===== config.mk =====
export PLATFORM = sky130hd
export DESIGN_NAME = bcd_serial_subtractor_flat
export DESIGN_NICKNAME = d
export VERILOG_FILES = /design/src/rtl/bcd_serial_subtractor_if.sv /design/src/rtl/bcd_serial_subtractor.sv /design/src/flat_wrapper.sv
export SDC_FILE = /design/constraint.sdc
export NUM_CORES = 1
export LEC_CHECK = 0
export CORE_UTILIZATION = 56
export DETAILED_ROUTE_END_ITERATION = 8
export PLACE_DENSITY_LB_ADDON = 0.08
export RECOVER_POWER = 25
export SLEW_MARGIN = 20
export SYNTH_ARGS = -nofsm -noshare
export SYNTH_HDL_FRONTEND = slang
export SYNTH_SLANG_ARGS = --single-unit

===== constraint.sdc =====
create_clock -name clk -period 9.95 [get_ports clk]
set_input_delay 2.985 -clock clk [delete_from_list [all_inputs] [get_ports clk]]
set_output_delay 2.985 -clock clk [all_outputs]
set_load 0.02 [all_outputs]

===== src/rtl/bcd_serial_subtractor_if.sv =====
// ---------------------------------------------------------------------------
// bcd_serial_subtractor_if
//   Request/result bundle for the digit-serial packed-BCD subtractor.
//   master : the requester (drives start and the operands, observes results)
//   slave  : the subtractor (observes the request, drives status and results)
// Signals
//   start       request, sampled by the subtractor only while it is idle
//   minuend     packed BCD, digit 0 in bits [3:0]
//   subtrahend  packed BCD, same packing
//   busy        high while digits are being processed
//   done        one-cycle pulse marking diff/borrow/invalid as valid
//   diff        packed BCD difference (ten's complement when borrow=1)
//   borrow      borrow out of the most significant digit
//   invalid     some operand nibble of the accepted request was above 9
// ---------------------------------------------------------------------------
interface bcd_serial_subtractor_if #(
  parameter int DIGITS = 4
);
  logic                  start;
  logic [4*DIGITS-1:0]   minuend;
  logic [4*DIGITS-1:0]   subtrahend;
  logic                  busy;
  logic                  done;
  logic [4*DIGITS-1:0]   diff;
  logic                  borrow;
  logic                  invalid;

  modport master (
    output start, minuend, subtrahend,
    input  busy, done, diff, borrow, invalid
  );

  modport slave (
    input  start, minuend, subtrahend,
    output busy, done, diff, borrow, invalid
  );
endinterface


===== src/rtl/bcd_serial_subtractor.sv =====
// ---------------------------------------------------------------------------
// bcd_serial_subtractor
//   Digit-serial packed-BCD subtractor computing minuend - subtrahend one
//   decimal digit per clock, least significant digit first. The inter-digit
//   borrow lives in a register so each cycle only needs a single 4-bit
//   decimal subtract stage.
// Ports
//   clk   rising-edge clock
//   rst   asynchronous, active-high reset (aborts any operation in flight)
//   bus   slave side of bcd_serial_subtractor_if (start/operands in,
//         busy/done/diff/borrow/invalid out, all outputs registered)
// ---------------------------------------------------------------------------
module bcd_serial_subtractor #(
  parameter int DIGITS = 4
) (
  input  logic                    clk,
  input  logic                    rst,
  bcd_serial_subtractor_if.slave  bus
);

  localparam int W     = 4 * DIGITS;
  localparam int IDX_W = (DIGITS > 1) ? $clog2(DIGITS) : 1;

  typedef enum logic [1:0] {
    S_IDLE = 2'd0,
    S_RUN  = 2'd1,
    S_DONE = 2'd2
  } state_t;

  // True when every nibble of a packed operand is a legal decimal digit.
  function automatic logic bcd_valid(input logic [W-1:0] v);
    logic ok;
    ok = 1'b1;
    for (int j = 0; j < DIGITS; j++) begin
      if (v[4*j +: 4] > 4'd9) begin
        ok = 1'b0;
      end else begin
        ok = ok;
      end
    end
    return ok;
  endfunction

  state_t           state_q,   state_d;
  logic [IDX_W-1:0] idx_q,     idx_d;
  logic             br_q,      br_d;
  logic [W-1:0]     a_q,       a_d;
  logic [W-1:0]     b_q,       b_d;
  logic [W-1:0]     diff_q,    diff_d;
  logic             borrow_q,  borrow_d;
  logic             invalid_q, invalid_d;
  logic             busy_q,    busy_d;
  logic             done_q,    done_d;

  // Digit datapath signals for the digit selected by idx_q.
  logic [3:0]       a_dig;
  logic [3:0]       b_dig;
  logic [4:0]       t;       // two's complement, range -10..9
  logic [3:0]       d_dig;
  logic             br_out;

  // Select the current digit pair and perform one decimal subtract step.
  always_comb begin
    a_dig = 4'd0;
    b_dig = 4'd0;
    for (int j = 0; j < DIGITS; j++) begin
      if (idx_q == IDX_W'(j)) begin
        a_dig = a_q[4*j +: 4];
        b_dig = b_q[4*j +: 4];
      end else begin
        a_dig = a_dig;
        b_dig = b_dig;
      end
    end
    t = {1'b0, a_dig} - {1'b0, b_dig} - {4'd0, br_q};
    // Negative partial result: add ten (mod 16 on the low nibble gives the
    // correct decimal digit) and borrow from the next digit.
    if (t[4]) begin
      d_dig  = t[3:0] + 4'd10;
      br_out = 1'b1;
    end else begin
      d_dig  = t[3:0];
      br_out = 1'b0;
    end
  end

  // Next-state and next-output logic for the IDLE/RUN/DONE sequencer.
  always_comb begin
    state_d   = state_q;
    idx_d     = idx_q;
    br_d      = br_q;
    a_d       = a_q;
    b_d       = b_q;
    diff_d    = diff_q;
    borrow_d  = borrow_q;
    invalid_d = invalid_q;
    busy_d    = 1'b0;
    done_d    = 1'b0;

    case (state_q)
      S_IDLE: begin
        if (bus.start) begin
          a_d   = bus.minuend;
          b_d   = bus.subtrahend;
          idx_d = IDX_W'(0);
          br_d  = 1'b0;
          if (bcd_valid(bus.minuend) && bcd_valid(bus.subtrahend)) begin
            // diff/borrow keep their old values until digits are written.
            invalid_d = 1'b0;
            busy_d    = 1'b1;
            state_d   = S_RUN;
          end else begin
            diff_d    = '0;
            borrow_d  = 1'b0;
            invalid_d = 1'b1;
            done_d    = 1'b1;
            state_d   = S_DONE;
          end
        end else begin
          state_d = S_IDLE;
        end
      end

      S_RUN: begin
        for (int j = 0; j < DIGITS; j++) begin
          if (idx_q == IDX_W'(j)) begin
            diff_d[4*j +: 4] = d_dig;
          end else begin
            diff_d[4*j +: 4] = diff_q[4*j +: 4];
          end
        end
        br_d = br_out;
        if (idx_q == IDX_W'(DIGITS - 1)) begin
          borrow_d = br_out;
          done_d   = 1'b1;
          state_d  = S_DONE;
        end else begin
          idx_d   = idx_q + IDX_W'(1);
          busy_d  = 1'b1;
          state_d = S_RUN;
        end
      end

      S_DONE: begin
        state_d = S_IDLE;
      end

      default: begin
        state_d = S_IDLE;
      end
    endcase
  end

  // State and output registers; reset clears everything and aborts any op.
  always_ff @(posedge clk or posedge rst) begin
    if (rst) begin
      state_q   <= S_IDLE;
      idx_q     <= '0;
      br_q      <= 1'b0;
      a_q       <= '0;
      b_q       <= '0;
      diff_q    <= '0;
      borrow_q  <= 1'b0;
      invalid_q <= 1'b0;
      busy_q    <= 1'b0;
      done_q    <= 1'b0;
    end else begin
      state_q   <= state_d;
      idx_q     <= idx_d;
      br_q      <= br_d;
      a_q       <= a_d;
      b_q       <= b_d;
      diff_q    <= diff_d;
      borrow_q  <= borrow_d;
      invalid_q <= invalid_d;
      busy_q    <= busy_d;
      done_q    <= done_d;
    end
  end

  assign bus.busy    = busy_q;
  assign bus.done    = done_q;
  assign bus.diff    = diff_q;
  assign bus.borrow  = borrow_q;
  assign bus.invalid = invalid_q;

endmodule

===== src/flat_wrapper.sv =====
// flat-port wrapper written by rule: the top's interface ports become plain ports
module bcd_serial_subtractor_flat 
#(
  parameter int DIGITS = 4
)
  (clk, rst, bus_start, bus_minuend, bus_subtrahend, bus_busy, bus_done, bus_diff, bus_borrow, bus_invalid);
  bcd_serial_subtractor_if #(.DIGITS(DIGITS)) bus_i ();
  input  logic clk;
  input  logic rst;
  input wire logic [$bits(bus_i.start)-1:0] bus_start;
  input wire logic [$bits(bus_i.minuend)-1:0] bus_minuend;
  input wire logic [$bits(bus_i.subtrahend)-1:0] bus_subtrahend;
  output wire logic [$bits(bus_i.busy)-1:0] bus_busy;
  output wire logic [$bits(bus_i.done)-1:0] bus_done;
  output wire logic [$bits(bus_i.diff)-1:0] bus_diff;
  output wire logic [$bits(bus_i.borrow)-1:0] bus_borrow;
  output wire logic [$bits(bus_i.invalid)-1:0] bus_invalid;
  assign bus_i.start = bus_start;
  assign bus_i.minuend = bus_minuend;
  assign bus_i.subtrahend = bus_subtrahend;
  assign bus_busy = bus_i.busy;
  assign bus_done = bus_i.done;
  assign bus_diff = bus_i.diff;
  assign bus_borrow = bus_i.borrow;
  assign bus_invalid = bus_i.invalid;
  bcd_serial_subtractor #(.DIGITS(DIGITS)) u_core (.clk(clk), .rst(rst), .bus(bus_i));
endmodule

==> run_results.csv <==
group,metric,value,unit
outcome,outcome,"finished with violations",
outcome,violations,"capacitance limit, slew limit",
sta,fin_crit,4783,ps
floorplanning,die_y,72.67,um
floorplanning,rows,25,
layout,multi_input_area,1333,um^2
power,ir_worst_vdd,0.1078,mV
power,p_leak,0.001430,uW
clock_tree,cts_setup_buffers,0,
layout,fin_cells,366,
clock_tree,insertion_delay,310,ps
route,drtPass1Iterations,4,
power,power.density,177.1,nW/um^2
layout,syn_to_final_growth,23.62,%
grt,antenna_found_initial,0,
sta,hold_viol_final,0,
floorplanning,die_w,72.67,um
worst_setup_path,critPathTopFamily,"buffers and inverters",
yosys,syn_area,2796,um^2
worst_setup_path,cp_num_cells,2,
worst_setup_path,max_stage_delay,1320,ps
sta,setup_violations,0,
sta,report.final.slew_viol_count,56,
layout,nets,344,
sta,maxSlewHeadroom,-54.70,%
flow_run,drv_cap,1,
worst_setup_path,cp-end-kind,"asynchronous set/reset pin",
worst_setup_path,path_cells,"dlygate4sd3_1 -> clkinvlp_2",
layout,final_util,72.71,%
sta,fin_skew,3.978,ps
power,finalPower,612.3,uW
floorplanning,die_area,5280,um^2
power,combPwrFrac,37.0,%
placement,dp.cells,358,
layout,drive_above_1_share,19.73,%
worst_setup_path,start_kind,"primary input",
clock_tree,path_clk_slew,90,ps
worst_setup_path,cp.required,10040,ps
placement,hpwl,4119,um
placement,place_area,3371,um^2
floorplanning,start_util,58.82,%
clock_tree,cts_tree,"built",
clock_tree,ctsResizeCount,0,
yosys,syn_inst,247,
yosys,yosys.area.top_type,"dfrtp_1",
sta,fin_crit_sh,48.07,%
yosys,post-synth-top-count-cell,"dfrtp_1",
grt,grt_first_pass_wirelength,9397,um
layout,seq_area,1376,um^2
sta,max_freq,209.1,MHz
route,wl_met2,2872,um
route,routed.top_layer,"met4",
route,route.vias.total,2009,
clock_tree,clockBufferDepth,2,
worst_setup_path,crit_fanout,55,
min_path,holdPathStages,2,
placement,gp_congestion,0.7698,
yosys,synth_cell_types,43,
worst_setup_path,cp.buffers_inverters,2,
route,totalWireLength,5538,um
yosys,synth_ff_type,"dfrtp_1",
power,clkPwrFrac,19.6,%
yosys,yosysWarnings,0,
yosys,synth_edf_count,0,
route,routed_via_density,5.489,
yosys,synth_area_leaders,"dfrtp_1 (49%), mux2_2 (14%), ha_1 (4.0%), a21oi_1 (3.8%), o21ai_0 (3.4%)",
worst_setup_path,reg2reg_depth,14,
clock_tree,cts_made_buffers,5,
power,p_int,409.1,uW
floorplanning,core,4755,um^2
yosys,syn_avg_cell_area,11.32,um^2
yosys,async_flop_share,100.0,%
grt,grt_max_degree,56,
floorplanning,ioPinCount,55,
route,ant_nets,0,
power,power.switching,203.2,uW
layout,fin_area,3457,um^2
route,route.met3.wl,199,um
clock_tree,root_buffer,"clkbuf_8",
worst_setup_path,slowest_stage,"clkinvlp_2",
sta,tightest_slew,2308,ps
sta,grt_setup_unrepaired,"false",
grt,grtUsageTotal,23.53,%
clock_tree,numClockSinks,55,
route,drc_errors,0,
yosys,ys_seq_area_share,49.22,%
yosys,ys_ff_latch,55,
grt,grt_overflow_total,0,
min_path,hp-class,"register to register",
route,wl_per_cell,15.13,um
clock_tree,cts.htree.levels,2,
yosys,syn-num-nets,293,
worst_setup_path,arrival,4870,ps
power,switching_share,33.19,%
power,seq_power_share,43.5,%
yosys,netlist_top_cells_count,"dfrtp_1 (55), mux2_2 (36), a21oi_1 (21), nand2_1 (21), o21ai_0 (19)",
layout,insertedDiodeCount,0,
yosys,synth_top_area_share,49.22,%
worst_setup_path,path_class,"primary input to asynchronous set/reset pin",
clock_tree,holdBufCountCts,0,
grt,grt_pass1_vias,2003,
route,wl_met1,2369,um
layout,fillers,361,
sta,setup_tns,0,ps
placement,port_buffers,54,
route,drt_iter0_drc,108,
kinds of logic (layout without fill, tap and decap cells):
family | after synthesis | in the layout | synth area share (%)
simple gates | 66 | 66 | 13.33
flops | 55 | 55 | 49.22
compound gates | 54 | 54 | 11.32
mux | 39 | 39 | 15.88
buf+inv | 19 | 71 | 3.311
fa+ha+maj | 11 | 11 | 5.459
xor+xnor | 3 | 3 | 1.477
cells in the final DEF, fill, tap and decap left out, types with 2 or more instances in the layout:
master	netlist	routed
o21ai_1	5	5
o211ai_1	2	2
nand4_1	2	2
a21oi_1	21	21
nand3b_1	7	7
mux2_2	36	36
o21ai_0	19	19
fa_1	2	2
nand2b_1	2	2
inv_1	8	7
nor2_1	10	10
dfrtp_1	55	55
clkdlybuf4s50_1	0	53
ha_1	9	9
nand2_1	21	21
clkbuf_8	0	5
nand3_1	13	13
metrics by stage:
stage | setup slack (ps) | hold WS, ps
floorplan | 5622 | 480.6
global placement | 4949 | 479.2
detailed placement | 4885 | 486.7
CTS | 5210 | 508.8
global route | 4681 | 534.1
finish | 5167 | 497.3
area by class of cell:
type / count / share of cell area (%)
flip-flops and latches: 55 / 39.81
multi-input cells: 173 / 38.55
repair buffers: 55 / 15.85
well taps: 67 / 2.425
clock buffers: 6 / 2.099
inverters: 8 / 0.9048
clock inverters: 2 / 0.3619
metal layers:
metal / GRT usage [%] / up-vias
li1: - / 967
met1: 30.25 / 971
met2: 40.60 / 60
met3: 3.453 / 11
met4: 8.497 / 0
met5: 0 / -
worst min-delay path, stage by stage (launching register included):
cell,delay (ps)
dfrtp_1,350
nor2_1,50
nor2_1,70
power by group through the flow:
stage / logic (uW) / registers (uW) / clock network (uW)
6_report: 226 / 266 / 120
5_1_grt: 252 / 270 / 131
4_1_cts: 229 / 266 / 122
3_5_place_dp: 228 / 271 / 0
3_3_place_gp: 219 / 269 / 0
2_1_floorplan: 170 / 269 / 0
final timing paths:
| check | end | slack, ps | startpoint |
|---|---|---|---|
| max | u_core.b_q[9] | 5170 | rst |
| min | u_core.bus.invalid | 500 | u_core.bus.invalid |
| max reg2reg | u_core.bus.diff[11] | 6150 | u_core.idx_q[0] |
| min reg2reg | u_core.bus.invalid | 500 | u_core.bus.invalid |
| max in group clk | u_core.bus.diff[13] | 5220 | bus_subtrahend[14] |
| min in group asynchronous | u_core.a_q[0] | 3750 | rst |
flip-flops by register name (all words and copies together) (netlist names):
name	cells
u_core.a_q	16
u_core.b_q	16
u_core.br_q	1
u_core.bus.borrow	1
u_core.bus.busy	1
u_core.bus.diff	16
u_core.bus.done	1
u_core.bus.invalid	1
u_core.idx_q	2
(Power assumes the default switching activity.)
